==> src/rtl/dsc_slice_depacketizer_if.sv <==
// Byte-stream interface for the DSC slice depacketizer: compressed bytes in, chunk-marked bytes out.
// master drives the input stream and accepts the output stream; slave is the depacketizer side.
interface dsc_slice_depacketizer_if;
   logic       in_valid;
   logic       in_ready;
   logic [7:0] in_data;
   logic       out_valid;
   logic       out_ready;
   logic [7:0] out_data;
   logic       out_soc;
   logic       out_eoc;
   logic       out_eos;
   logic [7:0] out_csum;

   modport master (
      output in_valid, in_data, out_ready,
      input  in_ready, out_valid, out_data, out_soc, out_eoc, out_eos, out_csum
   );

   modport slave (
      input  in_valid, in_data, out_ready,
      output in_ready, out_valid, out_data, out_soc, out_eoc, out_eos, out_csum
   );
endinterface

==> src/rtl/dsc_slice_depacketizer.sv <==
// DSC decoder input stage: splits one slice of compressed bytes into per-line chunks with soc/eoc/eos marks.
// Optional per-chunk XOR checksum on out_csum when DSC_CHUNK_CSUM_EN is defined.
module dsc_slice_depacketizer #(
   parameter int unsigned WIDTH_W = 16,
   parameter int unsigned BPP_W   = 10,
   parameter int unsigned CHUNK_W = 20
) (
   input  logic               clk,
   input  logic               rst_n,
   input  logic               start,
   input  logic [WIDTH_W-1:0] cfg_slice_width,
   input  logic [WIDTH_W-1:0] cfg_slice_height,
   input  logic [BPP_W-1:0]   cfg_bpp,
   output logic               busy,
   output logic               done,
   output logic               err,
   dsc_slice_depacketizer_if.slave bus
);

   localparam int unsigned SUM_W = WIDTH_W + BPP_W + 1;

   typedef enum logic [1:0] {S_IDLE, S_CALC, S_STREAM, S_DONE} state_t;

   state_t             state;
   logic [WIDTH_W-1:0] width_q;
   logic [WIDTH_W-1:0] height_q;
   logic [BPP_W-1:0]   bpp_q;
   logic [CHUNK_W-1:0] chunk_q;
   logic [CHUNK_W-1:0] byte_cnt;
   logic [WIDTH_W-1:0] line_cnt;
   logic               eos_taken;
   logic               out_valid_q;
   logic [7:0]         data_q;
   logic               soc_q;
   logic               eoc_q;
   logic               eos_q;

   logic [SUM_W-1:0]   rounded_c;
   logic [CHUNK_W-1:0] chunk_c;
   logic               in_ready_c;
   logic               in_fire_c;
   logic               out_fire_c;
   logic               soc_c;
   logic               eoc_c;
   logic               eos_c;

   // Full-width product so the round-up to whole bytes never loses upper bits.
   assign rounded_c  = SUM_W'(width_q) * SUM_W'(bpp_q) + SUM_W'(127);
   assign chunk_c    = CHUNK_W'(rounded_c >> 7);

   assign in_ready_c = (state == S_STREAM) && !eos_taken && (!out_valid_q || bus.out_ready);
   assign in_fire_c  = bus.in_valid && in_ready_c;
   assign out_fire_c = out_valid_q && bus.out_ready;

   assign soc_c = (byte_cnt == '0);
   assign eoc_c = (byte_cnt == chunk_q - CHUNK_W'(1));
   assign eos_c = eoc_c && (line_cnt == height_q - WIDTH_W'(1));

   assign bus.in_ready  = in_ready_c;
   assign bus.out_valid = out_valid_q;
   assign bus.out_data  = data_q;
   assign bus.out_soc   = soc_q;
   assign bus.out_eoc   = eoc_q;
   assign bus.out_eos   = eos_q;

   // Slice sequencing FSM with the single output register.
   always_ff @(posedge clk or negedge rst_n) begin
      if (!rst_n) begin
         state       <= S_IDLE;
         busy        <= 1'b0;
         done        <= 1'b0;
         err         <= 1'b0;
         width_q     <= '0;
         height_q    <= '0;
         bpp_q       <= '0;
         chunk_q     <= '0;
         byte_cnt    <= '0;
         line_cnt    <= '0;
         eos_taken   <= 1'b0;
         out_valid_q <= 1'b0;
         data_q      <= '0;
         soc_q       <= 1'b0;
         eoc_q       <= 1'b0;
         eos_q       <= 1'b0;
      end else begin
         done <= 1'b0;
         case (state)
            S_IDLE: begin
               if (start) begin
                  width_q   <= cfg_slice_width;
                  height_q  <= cfg_slice_height;
                  bpp_q     <= cfg_bpp;
                  err       <= 1'b0;
                  busy      <= 1'b1;
                  byte_cnt  <= '0;
                  line_cnt  <= '0;
                  eos_taken <= 1'b0;
                  state     <= S_CALC;
               end
            end
            S_CALC: begin
               chunk_q <= chunk_c;
               if (chunk_c == '0 || height_q == '0) begin
                  err   <= 1'b1;
                  done  <= 1'b1;
                  state <= S_DONE;
               end else begin
                  state <= S_STREAM;
               end
            end
            S_STREAM: begin
               if (out_fire_c) out_valid_q <= 1'b0;
               if (in_fire_c) begin
                  out_valid_q <= 1'b1;
                  data_q      <= bus.in_data;
                  soc_q       <= soc_c;
                  eoc_q       <= eoc_c;
                  eos_q       <= eos_c;
                  byte_cnt    <= eoc_c ? '0 : byte_cnt + CHUNK_W'(1);
                  if (eoc_c) line_cnt <= line_cnt + WIDTH_W'(1);
                  if (eos_c) eos_taken <= 1'b1;
               end
               // Slice completes only once the eos byte leaves the output register.
               if (out_fire_c && eos_q) begin
                  done  <= 1'b1;
                  state <= S_DONE;
               end
            end
            S_DONE: begin
               busy  <= 1'b0;
               state <= S_IDLE;
            end
            default: state <= S_IDLE;
         endcase
      end
   end

`ifdef DSC_CHUNK_CSUM_EN
   logic [7:0] csum_acc;
   logic [7:0] csum_q;
   logic [7:0] csum_nxt_c;

   assign csum_nxt_c   = soc_c ? bus.in_data : (csum_acc ^ bus.in_data);
   assign bus.out_csum = csum_q;

   // Running XOR per chunk; published alongside the eoc byte.
   always_ff @(posedge clk or negedge rst_n) begin
      if (!rst_n) begin
         csum_acc <= '0;
         csum_q   <= '0;
      end else if (in_fire_c) begin
         csum_acc <= csum_nxt_c;
         if (eoc_c) csum_q <= csum_nxt_c;
      end
   end
`else
   assign bus.out_csum = 8'd0;
`endif

endmodule

==> src/flat_wrapper.sv <==
// flat-port wrapper written by rule: the top's interface ports become plain ports
module dsc_slice_depacketizer_flat 
#(
   parameter int unsigned WIDTH_W = 16,
   parameter int unsigned BPP_W   = 10,
   parameter int unsigned CHUNK_W = 20
)
  (clk, rst_n, start, cfg_slice_width, cfg_slice_height, cfg_bpp, busy, done, err, bus_in_valid, bus_in_data, bus_out_ready, bus_in_ready, bus_out_valid, bus_out_data, bus_out_soc, bus_out_eoc, bus_out_eos, bus_out_csum);
  dsc_slice_depacketizer_if bus_i ();
  input  logic clk;
  input  logic rst_n;
  input  logic start;
  input  logic [WIDTH_W-1:0] cfg_slice_width;
  input  logic [WIDTH_W-1:0] cfg_slice_height;
  input  logic [BPP_W-1:0] cfg_bpp;
  output logic busy;
  output logic done;
  output logic err;
  input wire logic [$bits(bus_i.in_valid)-1:0] bus_in_valid;
  input wire logic [$bits(bus_i.in_data)-1:0] bus_in_data;
  input wire logic [$bits(bus_i.out_ready)-1:0] bus_out_ready;
  output wire logic [$bits(bus_i.in_ready)-1:0] bus_in_ready;
  output wire logic [$bits(bus_i.out_valid)-1:0] bus_out_valid;
  output wire logic [$bits(bus_i.out_data)-1:0] bus_out_data;
  output wire logic [$bits(bus_i.out_soc)-1:0] bus_out_soc;
  output wire logic [$bits(bus_i.out_eoc)-1:0] bus_out_eoc;
  output wire logic [$bits(bus_i.out_eos)-1:0] bus_out_eos;
  output wire logic [$bits(bus_i.out_csum)-1:0] bus_out_csum;
  assign bus_i.in_valid = bus_in_valid;
  assign bus_i.in_data = bus_in_data;
  assign bus_i.out_ready = bus_out_ready;
  assign bus_in_ready = bus_i.in_ready;
  assign bus_out_valid = bus_i.out_valid;
  assign bus_out_data = bus_i.out_data;
  assign bus_out_soc = bus_i.out_soc;
  assign bus_out_eoc = bus_i.out_eoc;
  assign bus_out_eos = bus_i.out_eos;
  assign bus_out_csum = bus_i.out_csum;
  dsc_slice_depacketizer #(.WIDTH_W(WIDTH_W), .BPP_W(BPP_W), .CHUNK_W(CHUNK_W)) u_core (.clk(clk), .rst_n(rst_n), .start(start), .cfg_slice_width(cfg_slice_width), .cfg_slice_height(cfg_slice_height), .cfg_bpp(cfg_bpp), .busy(busy), .done(done), .err(err), .bus(bus_i));
endmodule
==> config.mk <==
export PLATFORM = sky130hd
export DESIGN_NAME = dsc_slice_depacketizer_flat
export DESIGN_NICKNAME = d
export VERILOG_FILES = /design/src/rtl/dsc_slice_depacketizer_if.sv /design/src/rtl/dsc_slice_depacketizer.sv /design/src/flat_wrapper.sv
export SDC_FILE = /design/constraint.sdc
export NUM_CORES = 1
export LEC_CHECK = 0
export CORE_UTILIZATION = 25
export CTS_CLUSTER_DIAMETER = 200
export DETAILED_ROUTE_END_ITERATION = 8
export PLACE_DENSITY = 0.46
export SLEW_MARGIN = 30
export SYNTH_ARGS = -nofsm -noshare
export SYNTH_HDL_FRONTEND = slang
export SYNTH_SLANG_ARGS = --single-unit
==> constraint.sdc <==
create_clock -name clk -period 6 [get_ports clk]
set_input_delay 0.6 -clock clk [delete_from_list [all_inputs] [get_ports clk]]
set_output_delay 0.6 -clock clk [all_outputs]
set_load 0.02 [all_outputs]
==> flow_metrics.py, run 1 <==
metrics = {
    "status": {
        "run_status": "finished with violations",
        "violations": "design-rule violations",
    },
    "timing": {
        "setup_viol": 0,
        "skew_ps": 12.8,
        "tightest_slew_ps": 1020,
        "max_freq_mhz": 170,
        "min_period_over_period_pct": 98.2,
        "slew_headroom_pct": 31.7,
        "final_max_slew_viol_count": 0,
        "period_minus_slack_ps": 5890,
        "finalHoldViolCount": 0,
        "layout_setup_ws_ps": 106,
        "holdWs_ps": 177,
    },
    "setup_path": {
        "ff2ff_path_depth": 22,
        "crit_type": "reg -> reg",
        "crit_required_ps": 6350,
        "r2r_setup_slack_ps": 110,
        "cp_max_fo": 9,
        "crit_path_end_kind": "register",
        "cp-start-kind": "register",
        "reg2reg_from": "u_core.bpp_q[9]",
        "timing.rr.end": "u_core.state[0]",
        "cp.arrival_ps": 6240,
    },
    "placement": {
        "placed_cell_area_um2": 13800,
        "dpl.hpwl_um": 24500,
        "port_buffers": 70,
        "gp_congestion": 0.831,
        "place_ws_ps": -201,
        "dp.cells": 1997,
    },
    "detailed_routing": {
        "drc": 6,
        "drtIter0Drc": 457,
        "avgViaCountPerCell": 4.56,
        "met2_length_um": 14100,
        "postRouteAntennaNets": 0,
        "drt-met1-wl_um": 15700,
        "num_vias": 9377,
        "routed_wl_um": 31300,
        "top_layer": "met4",
        "dr.pass1.iters": 6,
        "wl_per_cell_um": 15.2,
        "met3_wirelength_um": 924,
    },
    "clock_tree": {
        "clock_path_buffers": 2,
        "clkLatencyLatePin_ps": 450,
        "path_clk_slew_ps": 60,
        "cts-root-buf": "clkbuf_16",
        "cts_tree": "yes",
        "numCtsBuffers": 17,
        "cts_sinks": 116,
        "htreeDepth": 4,
    },
    "final_layout": {
        "fill_cells": 4956,
        "nNetsFinal": 1689,
        "diodes": 0,
        "regArea_um2": 2920,
        "drive_above_1_share_pct": 19.0,
        "multi_input_area_um2": 8530,
        "layoutNonFillerInstCount": 2057,
        "area_growth_pct": 25.4,
        "design_area_um2": 15000,
    },
    "grt": {
        "grt_pass1_vias": 9740,
        "grt_max_degree": 73,
        "grt_overflow": 0,
        "antenna_found_initial": 0,
        "gr-usage-all-layers_pct": 13.6,
        "grt_pass1_wl_um": 51700,
    },
    "synth": {
        "synth_top_area_share_pct": 24.3,
        "synth-edff-count": 0,
        "syn_area_um2": 11900,
        "syn_avg_cell_area_um2": 9.18,
        "synth_cell_type_count": 67,
        "yosys_warnings": 0,
        "synth_area_leaders": "dfrtp_1, fa_1, ha_1",
        "synth_commonest_cells": "inv_1, nand2_1, fa_1",
        "post-synth-top-area-cell": "dfrtp_1",
        "ys_seq_elements": 116,
        "seq_area_frac_synth_pct": 24.3,
        "syn_inst": 1300,
        "ys.flop_type": "dfrtp_1",
        "synthArstFlopShare_pct": 100,
        "synth_most_common_cell": "inv_1",
    },
    "floorplan": {
        "die_w_um": 221,
        "rows": 79,
        "start_util_pct": 25.5,
        "ios": 79,
        "die_h_um": 221,
        "core-area_um2": 46900,
        "dieArea_um2": 48600,
    },
    "flow_run": {
        "drv_cap": 0,
    },
    "min_path": {
        "hold_path_class": "in -> async",
    },
}
## worst max path at each step
stage                            from         endpoint  slack (ps)  cells after the start
finish                u_core.bpp_q[9]  u_core.state[0]         110                     22
detailed placement  u_core.width_q[6]       u_core.err        -200                     20
global placement      u_core.bpp_q[8]       u_core.err        -170                     20
floorplan             u_core.bpp_q[3]       u_core.err         130                     23
global route          u_core.bpp_q[9]  u_core.state[0]        -150                     22
CTS                   u_core.bpp_q[5]       u_core.err           6                     22
## through the flow
step	utilization (%)	setup TNS (ps)
2_1_floorplan	-	0
3_3_place_gp	29.4	-261
3_5_place_dp	29.4	-290
4_1_cts	31.1	0
5_1_grt	32.0	-275
6_report	32.0	0
## placed cells by master, fill, tap and decap left out, drive strengths merged, types with 9 or more instances in the layout
cell           instances
mux2                  59
and3                  12
nor4                  16
nor3                  15
buf                  112
xor2                  39
nand2                152
or3                   18
o21ai                 36
nand4                 18
clkdlybuf4s50         69
dfrtp                116
and2                  81
o211ai                 9
xnor2                 50
nand3                 17
nand2b                11
fa                   117
clkbuf                21
a21oi                 48
inv                  166
nor2                  54
ha                    78
or4                   12
## kinds of logic after synthesis
logic type | after synthesis | synth area share (%)
XOR/XNOR | 89 | 6.53
AND/OR/NAND/NOR | 438 | 18.9
flip-flops | 116 | 24.3
multiplexers | 64 | 5.98
AO/OA/AOI/OAI | 162 | 8.82
other | 1 | 0.0314
buffers and inverters | 235 | 7.66
adder cells (fa/ha/maj) | 195 | 27.8
## critical path, stage by stage (launching register included)
cell and delay [ps]:
dfrtp_2 460, and2_1 190, fa_1 530, inv_1 50, fa_1 550, inv_1 60, fa_1 500, fa_1 540
inv_1 50, fa_1 520, inv_1 40, ha_2 380, buf_4 160, nand4_1 180, nor4_2 300, a211oi_2 110
o31ai_4 80, a21oi_2 100, xnor2_2 170, nor4_4 340, buf_4 160, nand2_1 70, o31ai_1 230
## sequential cells by signal (all words and copies together), names as in the netlist, 2 cells and up
| name | flops |
|---|---|
| u_core.byte_cnt | 20 |
| u_core.state | 2 |
| u_core.height_q | 16 |
| u_core.width_q | 16 |
| u_core.line_cnt | 16 |
| u_core.chunk_q | 20 |
| u_core.bus.out_data | 8 |
| u_core.bpp_q | 10 |
## per-layer routing
layer  global-route usage, %  vias to the layer above
met3                    2.13                       35
li1                        -                     4558
met4                    4.61                        0
met2                    21.2                      148
met5                       0                        -
met1                    19.1                     4636
## cell type report
cell class	count	share of cell area [%]
sequential	116	19.5
clock buffer	21	3.01
tap	607	5.07
timing repair buffer	181	10.4
multi-input combinational	956	57.0
clock inverter	9	0.877
inverter	167	4.19
## repair_timing
| item | in CTS | in global routing |
|---|---|---|
| resized for setup | 36 | 56 |
| endpoints found under the setup margin | 2 | 4 |
| pin swaps | 11 | 32 |
| hold buffers | 0 | 0 |
| setup buffers | 14 | 16 |
Power of run 1 is not shown: default switching activity piles up to over one toggle a cycle in this logic, so the estimate is an artifact.
==> inputs of run 2 (changes only) <==
Settings changed: SLEW_MARGIN 30 to default.
==> run 2 against run 1 <==
Net effect:
- flip-flop and latch count unchanged
- first-iteration DRC count down 3.3%
- global-route usage about the same
- hold slack better by 130 ps
- register-to-register slack about the same
- setup slack better by 3.0 ps
- critical path depth unchanged
- clock skew about the same
- the run still ends with design-rule violations left
- critical endpoint unchanged
- final area down 0.18%
- core utilization down 0.059 points
- non-clock buffer count down 3
- wire length about the same
==> flow_metrics.py, run 2 (same netlist as run 1, synthesis figures left out) <==
metrics = {
    "detailed_routing": {
        "drtIter0Drc": 442,
        "postRouteAntennaNets": 0,
        "num_vias": 9384,
        "dr.pass1.iters": 7,
        "routed_wl_um": 31300,
        "avgViaCountPerCell": 4.57,
        "wl_per_cell_um": 15.2,
        "drc": 6,
    },
    "placement": {
        "port_buffers": 70,
        "place_ws_ps": -201,
        "placed_cell_area_um2": 13800,
        "gp_congestion": 0.831,
        "dpl.hpwl_um": 24500,
    },
    "clock_tree": {
        "cts-root-buf": "clkbuf_16",
        "numCtsBuffers": 17,
        "htreeDepth": 4,
        "clkLatencyLatePin_ps": 450,
        "path_clk_slew_ps": 60,
        "cts_hold_buf": 0,
        "cts_tree": "yes",
        "clock_path_buffers": 2,
        "cts_sinks": 116,
    },
    "final_layout": {
        "final_common_cell": "inv_1",
        "regArea_um2": 2920,
        "diodes": 0,
        "multi_input_area_um2": 8530,
        "final_cell_mix": "inv_1, nand2_1, fa_1",
        "design_area_um2": 14900,
        "nNetsFinal": 1686,
        "top_regs": "u_core.byte_cnt x20, u_core.chunk_q x20",
        "postLayoutCoreUtil_pct": 31.9,
        "fill_cells": 4958,
        "drive_above_1_share_pct": 18.9,
        "area_growth_pct": 25.2,
    },
    "status": {
        "violations": "design-rule violations",
        "run_status": "finished with violations",
    },
    "timing": {
        "holdWs_ps": 306,
        "min_period_over_period_pct": 98.2,
        "period_minus_slack_ps": 5890,
        "slew_headroom_pct": 31.4,
        "layout_setup_ws_ps": 109,
        "final_max_slew_viol_count": 0,
        "max_freq_mhz": 170,
        "tightest_slew_ps": 1020,
        "skew_ps": 12.9,
        "finalHoldViolCount": 0,
        "setup_viol": 0,
    },
    "floorplan": {
        "die_h_um": 221,
        "die_w_um": 221,
        "core-area_um2": 46900,
        "rows": 79,
        "ios": 79,
        "dieArea_um2": 48600,
        "start_util_pct": 25.5,
    },
    "grt": {
        "grt_pass1_wl_um": 51700,
        "grt_overflow": 0,
        "antenna_found_initial": 0,
        "grt_max_degree": 73,
        "grt_pass1_vias": 9746,
        "gr-usage-all-layers_pct": 13.6,
    },
    "setup_path": {
        "crit_path_end_kind": "register",
        "cp.buffers_inverters": 6,
        "crit_type": "reg -> reg",
        "crit_required_ps": 6350,
        "crit_chain": "and2_1, fa_1, inv_1, fa_1, inv_1, fa_1, fa_1, inv_1, fa_1, inv_1, ha_2, buf_4, nand4_1, nor4_2, a211oi_2, o31ai_4, a21oi_2, xnor2_2, nor4_4, buf_4, nand2_1, o31ai_1",
        "cp-start-kind": "register",
        "slowest_stage": "fa_1",
        "max_stage_delay_ps": 550,
        "critPathTopFamily": "adder cells",
        "crit_top_cell": "fa_1",
        "cp_max_fo": 9,
        "cp.arrival_ps": 6240,
    },
    "flow_run": {
        "drv_cap": 0,
    },
    "min_path": {
        "hold_path_class": "in -> async",
    },
}
[run 2: layer usage]
layer | global-route usage, % | vias up | routed length, um
li1 | - | 4549 | -
met1 | 19.1 | 4658 | 15600
met2 | 21.2 | 141 | 14200
met3 | 2.13 | 36 | 989
met4 | 4.61 | 0 | 539
met5 | 0 | - | 0
[run 2: cell type report]
| type | count | share of cell area [%] |
|---|---|---|
| clock buffer | 21 | 3.01 |
| clock inverter | 9 | 0.879 |
| inverter | 167 | 4.19 |
| multi-input combinational | 956 | 57.1 |
| sequential | 116 | 19.5 |
| tap | 607 | 5.08 |
| timing repair buffer | 178 | 10.2 |
[run 2: worst reg2reg max path, stage by stage (launching register included)]
cell,delay (ps)
dfrtp_2,450
and2_1,190
fa_1,530
inv_1,50
fa_1,550
inv_1,60
fa_1,500
fa_1,540
inv_1,50
fa_1,520
inv_1,40
ha_2,380
buf_4,160
nand4_1,180
nor4_2,300
a211oi_2,110
o31ai_4,90
a21oi_2,100
xnor2_2,180
nor4_4,340
buf_4,160
nand2_1,70
o31ai_1,230
[run 2: repair_timing]
| item | 4_1_cts | 5_1_grt |
|---|---|---|
| setup endpoints to repair | 2 | 4 |
| endpoints found under the hold margin | 0 | 0 |
| resized for setup | 36 | 56 |
| setup buffers | 14 | 13 |
| pin swaps | 11 | 34 |
[run 2: path summary, 6_finish.rpt]
check,endpoint,from,slack [ps],cells past startpoint
setup / recovery,u_core.state[0],u_core.bpp_q[9],110,22
hold / removal,u_core.bus.out_data[3],rst_n,310,1
setup reg to reg,u_core.state[0],u_core.bpp_q[9],110,22
hold reg to reg,u_core.bus.out_soc,u_core.bus.out_soc,480,2
max in group asynchronous,u_core.bpp_q[7],rst_n,4430,2
min in group clk,u_core.bus.out_soc,u_core.bus.out_soc,480,2
[run 2: per-stage QoR]
stage,TNS (ps),cells
floorplan,0,1307
global placement,-261,1997
detailed placement,-290,1997
CTS,0,2041
global route,-275,2054
finish,0,2054
Power of run 2 is left out for the same reason.
==> inputs of run 3 (changes only) <==
Settings changed: DONT_BUFFER_PORTS from default to 1, PLACE_DENSITY 0.46 to 0.44.
==> run 3 against run 2 <==
Net effect:
- largest cell class unchanged
- sequential share of layout area is 0.42 points higher
- critical path depth stayed put
- count of clock-buffer cells in the layout is 2 lower
- the run still ends with design-rule violations left
- fmax is 2.3% higher
- flip-flop and latch count stayed put
==> flow_metrics.py, run 3 (same netlist as run 1, synthesis figures left out) <==
metrics = {
    "status": {
        "run_status": "finished with violations",
        "violations": "design-rule violations",
    },
    "setup_path": {
        "cp_max_fo": 5,
        "critPathTopFamily": "adder cells",
        "crit_top_cell": "fa_1",
        "crit_chain": "buf_4, and2_1, fa_1, fa_1, fa_1, fa_1, inv_1, fa_1, inv_1, ha_4, buf_6, nand2_1, o21a_1, buf_4, buf_4, o211ai_1, nor3b_2, nand4_1, nor4_2, buf_4, nand2_2, o41ai_2",
        "slowest_stage": "fa_1",
        "crit_type": "reg -> reg",
        "cp-start-kind": "register",
        "crit_path_end_kind": "register",
        "crit_required_ps": 6380,
        "max_stage_delay_ps": 610,
        "cp.buffers_inverters": 7,
        "cp.arrival_ps": 6140,
    },
    "final_layout": {
        "design_area_um2": 14600,
        "final_common_cell": "inv_1",
        "nNetsFinal": 1645,
        "drive_above_1_share_pct": 22.7,
        "diodes": 0,
        "area_growth_pct": 22.6,
        "final_cell_mix": "inv_1, nand2_1, buf_4",
        "top_regs": "u_core.byte_cnt x20, u_core.chunk_q x20",
        "postLayoutCoreUtil_pct": 31.2,
    },
    "floorplan": {
        "die_h_um": 221,
        "ios": 79,
        "start_util_pct": 25.5,
        "rows": 79,
        "core-area_um2": 46900,
        "die_w_um": 221,
        "dieArea_um2": 48600,
    },
    "grt": {
        "antenna_found_initial": 0,
        "gr-usage-all-layers_pct": 13.3,
        "grt_max_degree": 117,
        "grt_overflow": 0,
        "grt_pass1_wl_um": 50300,
        "grt_pass1_vias": 9362,
    },
    "timing": {
        "tightest_slew_ps": 1070,
        "fin_setup_tns_ps": 0,
        "max_freq_mhz": 174,
        "period_minus_slack_ps": 5760,
        "final_max_slew_viol_count": 0,
        "setup_viol": 0,
        "finalHoldViolCount": 0,
        "holdWs_ps": 77.1,
        "slew_headroom_pct": 28.2,
        "min_period_over_period_pct": 96.0,
        "skew_ps": 9.58,
    },
    "detailed_routing": {
        "dr.pass1.iters": 7,
        "num_vias": 9224,
        "postRouteAntennaNets": 0,
        "drtIter0Drc": 394,
        "drc": 4,
        "wl_per_cell_um": 15.6,
        "routed_wl_um": 31400,
        "avgViaCountPerCell": 4.58,
    },
    "min_path": {
        "hold_path_class": "in -> async",
    },
    "clock_tree": {
        "htreeDepth": 4,
        "cts_tree": "yes",
        "clkLatencyLatePin_ps": 480,
        "path_clk_slew_ps": 60,
        "cts-root-buf": "clkbuf_16",
        "cts_sinks": 116,
        "numCtsBuffers": 17,
        "clock_path_buffers": 2,
    },
    "placement": {
        "port_buffers": 0,
        "dpl.hpwl_um": 24100,
        "placed_cell_area_um2": 13100,
        "gp_congestion": 0.814,
    },
    "flow_run": {
        "drv_cap": 0,
    },
}
[run 3: metal layers]
layer	vias to the layer above	wire length, um	track usage, %
li1	4472	-	-
met1	4579	15400	18.5
met2	141	14200	20.1
met3	32	1050	2.71
met4	0	678	5.46
met5	-	0	0
[run 3: final timing paths]
kind                                      startpoint                     end  slack [ps]  cells after the start
worst max-delay path               u_core.width_q[7]              u_core.err         240                     22
worst max register to register     u_core.width_q[7]              u_core.err         240                     22
min in group clk                cfg_slice_height[15]     u_core.height_q[15]         270                      1
worst min-delay path                           rst_n  u_core.bus.out_data[3]          80                      1
worst min register to register      u_core.eos_taken        u_core.eos_taken         520                      2
max in group asynchronous                      rst_n         u_core.bpp_q[2]        5370                      1
[run 3: repair_timing]
item	4_1_cts	5_1_grt
endpoints found under the setup margin	4	4
pin swaps	4	56
hold endpoints to repair	116	0
hold buffers	1	0
buffers inserted	2	46
resized for setup	26	103
[run 3: worst reg2reg max path, stage by stage (launching register included)]
cell and delay [ps]:
dfrtp_2 450, buf_4 150, and2_1 170, fa_1 510
fa_1 610, fa_1 450, fa_1 490, inv_1 50
fa_1 520, inv_1 70, ha_4 280, buf_6 110
nand2_1 50, o21a_1 190, buf_4 140, buf_4 120
o211ai_1 80, nor3b_2 250, nand4_1 170, nor4_2 310
buf_4 170, nand2_2 50, o41ai_2 290
[run 3: area by class of cell]
type                       count  area [um^2]
fill                        4933        32200
multi-input combinational    956         8590
sequential                   116         2920
timing repair buffer         137         1170
tap                          607          759
inverter                     167          627
clock buffer                  19          453
clock inverter                13          125
[run 3: per-stage QoR]
step / std cells / worst slack (ps)
2_1_floorplan: 1307 / 131
5_1_grt: 2015 / -93.3
3_5_place_dp: 1935 / -261
4_1_cts: 1970 / 8.49
6_report: 2015 / 239
3_3_place_gp: 1935 / -286
Power of run 3 is left out for the same reason.
